### config.mk
export PLATFORM = sky130hd
export DESIGN_NAME = period_detector
export DESIGN_NICKNAME = d
export VERILOG_FILES = /design/src/rtl/period_detector.sv
export SDC_FILE = /design/constraint.sdc
export NUM_CORES = 1
export LEC_CHECK = 0
export ABC_AREA = 0
export CAP_MARGIN = 10
export CORE_MARGIN = 2
export CORE_UTILIZATION = 54
export CTS_BUF_LIST = sky130_fd_sc_hd__clkbuf_8
export CTS_CLUSTER_DIAMETER = 40
export DETAILED_ROUTE_END_ITERATION = 16
export GPL_TIMING_DRIVEN = 0
export PLACE_DENSITY_LB_ADDON = 0.3
export SYNTH_ARGS = -nofsm -noshare
export SYNTH_HDL_FRONTEND = slang
export SYNTH_SLANG_ARGS = --single-unit
### constraint.sdc
create_clock -name clk -period 4.2 [get_ports clk]
set_input_delay 0.84 -clock clk [delete_from_list [all_inputs] [get_ports clk]]
set_output_delay 0.84 -clock clk [all_outputs]
set_load 0.01 [all_outputs]
### src/rtl/period_detector.sv
// period_detector: measures the period of a slow square wave in system-clock
// cycles and recovers the period code (n * BASE_CYC, n = 1..MAX_CODE) that
// produced it. It also reports loss of signal after TIMEOUT quiet cycles.
//
// Optional build macro: PERIOD_DETECTOR_GLITCH_FILTER_EN
//   When defined, a 4-sample deglitcher follows the synchroniser. Pulses and
//   dropouts shorter than 4 cycles are then ignored. Rise latency goes from
//   3 to 7 cycles. The latency is constant, so measured periods stay exact.
module period_detector #(
  parameter int BASE_CYC = 5000,
  parameter int MAX_CODE = 4,
  parameter int TOL      = 64,
  parameter int TIMEOUT  = 25000,
  parameter int STABLE_N = 2,
  parameter int CNT_W    = 15
) (
  input  logic             clk,
  input  logic             rst,
  input  logic             sig_in,
  output logic [CNT_W-1:0] meas_cnt,
  output logic             new_meas,
  output logic [3:0]       period_code,
  output logic             code_valid,
  output logic             sig_lost
);

  localparam int                STAB_W   = $clog2(STABLE_N + 1);
  localparam logic [CNT_W-1:0]  CNT_MAX  = CNT_W'(TIMEOUT);
  localparam logic [CNT_W-1:0]  CNT_ONE  = CNT_W'(1);
  localparam logic [STAB_W-1:0] STAB_MAX = STAB_W'(STABLE_N);
  localparam logic [STAB_W-1:0] STAB_ONE = STAB_W'(1);

  typedef enum logic [1:0] {
    IDLE    = 2'd0,
    MEASURE = 2'd1,
    LOST    = 2'd2
  } state_t;

  typedef struct packed {
    logic       hit;
    logic [3:0] code;
  } class_t;

  // Returns the code whose nominal period lies within TOL of the measurement.
  // The tolerance bands are disjoint, so at most one code can hit.
  function automatic class_t classify(input logic [CNT_W-1:0] meas);
    class_t res;
    int     diff;
    res = '0;
    for (int n = 1; n <= MAX_CODE; n++) begin
      diff = int'(meas) - n * BASE_CYC;
      if (diff >= -TOL && diff <= TOL) begin
        res.hit  = 1'b1;
        res.code = 4'(n);
      end
    end
    return res;
  endfunction

  // --------------------------------------------------------------------------
  // Input path: synchroniser, optional deglitcher, rising-edge detect
  // --------------------------------------------------------------------------
  logic sync_q0;
  logic sync_q1;
  logic level;
  logic level_d;
  logic rise;

  // Two-flop synchroniser for the asynchronous input.
  // NOTE: non-blocking assignments in clocked blocks, so every flop samples its pre-edge inputs.
  always_ff @(posedge clk) begin
    if (rst) begin
      sync_q0 <= 1'b0;
      sync_q1 <= 1'b0;
    end else begin
      sync_q0 <= sig_in;
      sync_q1 <= sync_q0;
    end
  end

`ifdef PERIOD_DETECTOR_GLITCH_FILTER_EN
  logic [1:0] agree_cnt;
  logic       filt_level;

  // The filtered level flips only after 4 consecutive samples disagree with it.
  always_ff @(posedge clk) begin
    if (rst) begin
      agree_cnt  <= 2'd0;
      filt_level <= 1'b0;
    end else if (sync_q1 == filt_level) begin
      agree_cnt <= 2'd0;
    end else if (agree_cnt == 2'd3) begin
      filt_level <= sync_q1;
      agree_cnt  <= 2'd0;
    end else begin
      agree_cnt <= agree_cnt + 2'd1;
    end
  end

  assign level = filt_level;
`else
  assign level = sync_q1;
`endif

  // Delay flop for the edge detector.
  always_ff @(posedge clk) begin
    if (rst) begin
      level_d <= 1'b0;
    end else begin
      level_d <= level;
    end
  end

  assign rise = level & ~level_d;

  // --------------------------------------------------------------------------
  // Measurement FSM and code stability tracking
  // --------------------------------------------------------------------------
  state_t            state_q;
  state_t            state_d;
  logic [CNT_W-1:0]  cnt_q;
  logic [CNT_W-1:0]  cnt_d;
  logic [CNT_W-1:0]  meas_d;
  logic              new_d;
  logic              lost_d;
  logic [3:0]        cand_q;
  logic [3:0]        cand_d;
  logic [STAB_W-1:0] stab_q;
  logic [STAB_W-1:0] stab_d;
  logic [3:0]        code_d;
  logic              meas_done;
  class_t            cls;

  // State and datapath registers. Reset clears everything, including any partial count.
  always_ff @(posedge clk) begin
    if (rst) begin
      state_q     <= IDLE;
      cnt_q       <= '0;
      meas_cnt    <= '0;
      new_meas    <= 1'b0;
      sig_lost    <= 1'b0;
      cand_q      <= '0;
      stab_q      <= '0;
      period_code <= '0;
    end else begin
      state_q     <= state_d;
      cnt_q       <= cnt_d;
      meas_cnt    <= meas_d;
      new_meas    <= new_d;
      sig_lost    <= lost_d;
      cand_q      <= cand_d;
      stab_q      <= stab_d;
      period_code <= code_d;
    end
  end

  // Next-state logic: counting, measurement capture, timeout and stability.
  always_comb begin
    // NOTE: every signal gets a default before the case, so no path can infer a latch.
    state_d   = state_q;
    cnt_d     = cnt_q;
    meas_d    = meas_cnt;
    new_d     = 1'b0;
    lost_d    = sig_lost;
    cand_d    = cand_q;
    stab_d    = stab_q;
    code_d    = period_code;
    meas_done = 1'b0;
    cls       = classify(cnt_q);

    case (state_q)
      IDLE: begin
        // The first edge only opens the measurement window.
        if (rise) begin
          cnt_d   = CNT_ONE;
          state_d = MEASURE;
        end
      end
      MEASURE: begin
        // A rise in the same cycle the count hits TIMEOUT is still a measurement.
        if (rise) begin
          meas_d    = cnt_q;
          new_d     = 1'b1;
          cnt_d     = CNT_ONE;
          meas_done = 1'b1;
        end else if (cnt_q == CNT_MAX) begin
          state_d = LOST;
          lost_d  = 1'b1;
          stab_d  = '0;
        end else begin
          cnt_d = cnt_q + CNT_ONE;
        end
      end
      LOST: begin
        // The edge that ends a loss has no valid start reference.
        if (rise) begin
          cnt_d   = CNT_ONE;
          lost_d  = 1'b0;
          state_d = MEASURE;
        end
      end
      default: begin
        state_d = IDLE;
      end
    endcase

    if (meas_done) begin
      if (!cls.hit) begin
        stab_d = '0;
      end else if (cls.code == cand_q) begin
        stab_d = (stab_q == STAB_MAX) ? stab_q : stab_q + STAB_ONE;
      end else begin
        cand_d = cls.code;
        stab_d = STAB_ONE;
      end
    end

    // The reported code changes only when the candidate becomes stable.
    if (stab_d == STAB_MAX && stab_q != STAB_MAX) begin
      code_d = cand_d;
    end
  end

  assign code_valid = (stab_q == STAB_MAX);

endmodule
==> flow_summary.toml <==
[clock_tree]
cts_hold_buf = 0
post-cts-setup-buffers = 0
clkSinkCount = 47
worstSkewPairLatency_ns = 0.30
ctsHtreeMaxLevel = 2
clk_pin_slew_ns = 0.10
cts_tree = "done"
cts.path.max_buffers = 2
cts_root_buf = "clkbuf_8"
cts_buffers = 5
post_cts_resized = 0

[routing]
drt-initial-drc-count = 196
routedWlPerCell_um = 17.46
detail-route-antenna-nets = 0
first_pass_iters = 5
drc_errors = 0
viasPerCell = 6.056
vias = 3373
wl_um = 9726

[timing]
fmax_mhz = 246.5
relSlewSlack_pct = 52.22
finalSetupTns_ns = 0
timing.final.crit_share_pct = 96.59
worst_slew_pin_slew_ns = 0.7112
whs_ns = 0.4576
grt_setup_unrepaired = "false"
fin_ws_ns = 0.1433
setup_viol = 0
period_minus_slack_ns = 4.057
skew_ns = 0.007043
final-hold-violation-count = 0
maxSlewViolCount = 0

[setup_path]
crit_required_ns = 4.39
crit_type = "reg2reg"
cp_max_fo = 8
critical_path_buf_inv_count = 2
max_stage_delay_ns = 0.64
startpoint_type = "flip-flop"
path_cells = "buf_2 -> inv_1 -> ha_1 -> a21boi_1 -> a21oi_1 -> nor3b_1 -> o211ai_1 -> a2111oi_1 -> nand3b_1 -> o21ai_2 -> o31ai_2 -> o211ai_2 -> mux2_1"
cp_top_family = "compound AO/OA/AOI/OAI gates"
end_kind = "flip-flop"
slowest_stage = "a2111oi_1"
worstPathArrival_ns = 4.25

[logic_synthesis]
syn_nets = 467
synthTopCellsByCount = "nand2_1, dfxtp_1, nor2_1, a21oi_1, xnor2_1"
syn_inst = 448
synthFlopType = "dfxtp_1"
synthDistinctLibCells = 69
syn-cell-area_um2 = 3428
synth.top_cell.area_share_pct = 27.45
ys_async_sr_fraction_pct = 0
ys_warn_count = 0
yosysSeqAreaShare_pct = 27.45
avgSynthCellArea_um2 = 7.652
synth-edff-count = 0
synth_top_cell_by_area = "dfxtp_1"
synth_area_leaders = "dfxtp_1, xnor2_1, nand2_1"
ys_ff_latch = 47
synth.most_common_cell = "nand2_1"

[hold_path]
hold_path.class = "reg2reg"

[flow_run]
maxCapViolCount = 0

[floorplanning]
initial_core_util_pct = 54.93
io_pins = 25
die-area_um2 = 7002
core_area_um2 = 6241
chipHeight_um = 83.68
die_w_um = 83.68
core.rowCount = 29

[layout]
final_area_um2 = 3884
nets = 498
area_growth_pct = 13.28
nFillCells = 579
final_layout_size_suffix_gt1_share_pct = 9.167
finalNonFillerCells = 557
diodes = 0

[global_route]
antenna_found_initial = 0
grt_max_degree = 17
grt_first_pass_wirelength_um = 16040
grt_use_total_pct = 28.19
grt_overflow = 0
grt_pass1_vias = 3346

[status]
status = "finished, final reports clean"

[placement]
dp.cells = 549
portBuffers = 24
dpl_cell_area_um2 = 3765
gp_congestion = 0.9833
dp_hpwl_um = 7183
place_ws_ns = 0.04070

[pwr]
power.ir.vdd_worst_v = 0.0002437
power_density_nw_per_um2 = 211.9
p_leak_nw = 1.382
==> area by class of cell <==
| type | count | area, um2 | share of cell area [%] |
|---|---|---|---|
| Buffer | 30 | 147.6 | 3.802 |
| Clock inverter | 3 | 47.55 | 1.224 |
| Sequential cell | 47 | 942.2 | 24.26 |
| Multi-Input combinational cell | 352 | 2270 | 58.44 |
| Tap cell | 77 | 96.34 | 2.481 |
| Inverter | 19 | 71.32 | 1.836 |
| Timing Repair Buffer | 24 | 240.2 | 6.186 |
| Clock buffer | 5 | 68.82 | 1.772 |
==> final timing paths <==
kind,startpoint,end,slack (ns),cells after the start
worst max-delay path,cnt_q[5]$_SDFFE_PP0P_,period_code[2]$_SDFFE_PP0P_,0.14,13
worst min register to register,sync_q0$_SDFF_PP0_,level$_SDFF_PP0_,0.46,1
worst max register to register,cnt_q[5]$_SDFFE_PP0P_,period_code[2]$_SDFFE_PP0P_,0.14,13
worst min-delay path,sync_q0$_SDFF_PP0_,level$_SDFF_PP0_,0.46,1
==> kinds of logic after synthesis <==
family                   count (synthesis)  share of synthesized area (%)
AO/OA/AOI/OAI                          103                          20.51
XOR/XNOR                                37                          9.453
adder cells (fa/ha/maj)                 16                          5.839
buffers and inverters                   49                          6.387
flip-flops                              47                          27.45
multiplexers                             6                          1.898
AND/OR/NAND/NOR                        190                          28.47
==> where the power goes <==
| group | internal [W] | switching [W] |
|---|---|---|
| registers | 0.000448 | 0.00000371 |
| clock network | 0.000181 | 0.000162 |
| logic | 0.00000877 | 0.0000197 |
==> per-layer routing <==
| metal | vias to the layer above | share of wire [%] | global-route usage (%) |
|---|---|---|---|
| li1 | 1621 | - | - |
| met1 | 1581 | 43 | 34.15 |
| met2 | 128 | 46 | 47.20 |
| met3 | 43 | 6.1 | 5.143 |
| met4 | 0 | 4.9 | 15.25 |
| met5 | - | 0 | 0 |
==> flip-flops by register name, indices dropped and copies added (netlist names) <==
name         count
cnt_q           15
meas_cnt        15
cand_q           4
period_code      4
stab_q           2
state_q          2
level            1
level_d          1
new_meas         1
sig_lost         1
sync_q0          1
==> stage by stage <==
stage          utilization, %  power [W]
6_report                62.23  0.0008231
3_3_place_gp            60.32  0.0004898
2_1_floorplan               -  0.0004799
3_5_place_dp            60.32  0.0004906
4_1_cts                 62.19  0.0008278
5_1_grt                 62.23  0.0008500
==> layout by cell type (no fill, tap or decap), types with 8 or more instances in the layout <==
cell and count:
dfxtp_1 46, nor2b_1 13, nand3_1 14, clkdlybuf4s50_1 24, ha_1 16, buf_2 10, nand4_1 8, inv_1 16
o21ai_0 12, a21oi_1 40, xor2_1 8, xnor2_1 29, nor2_1 43, nand2_1 55, clkbuf_1 12
No activity file was read; power rests on OpenSTA's default activity.
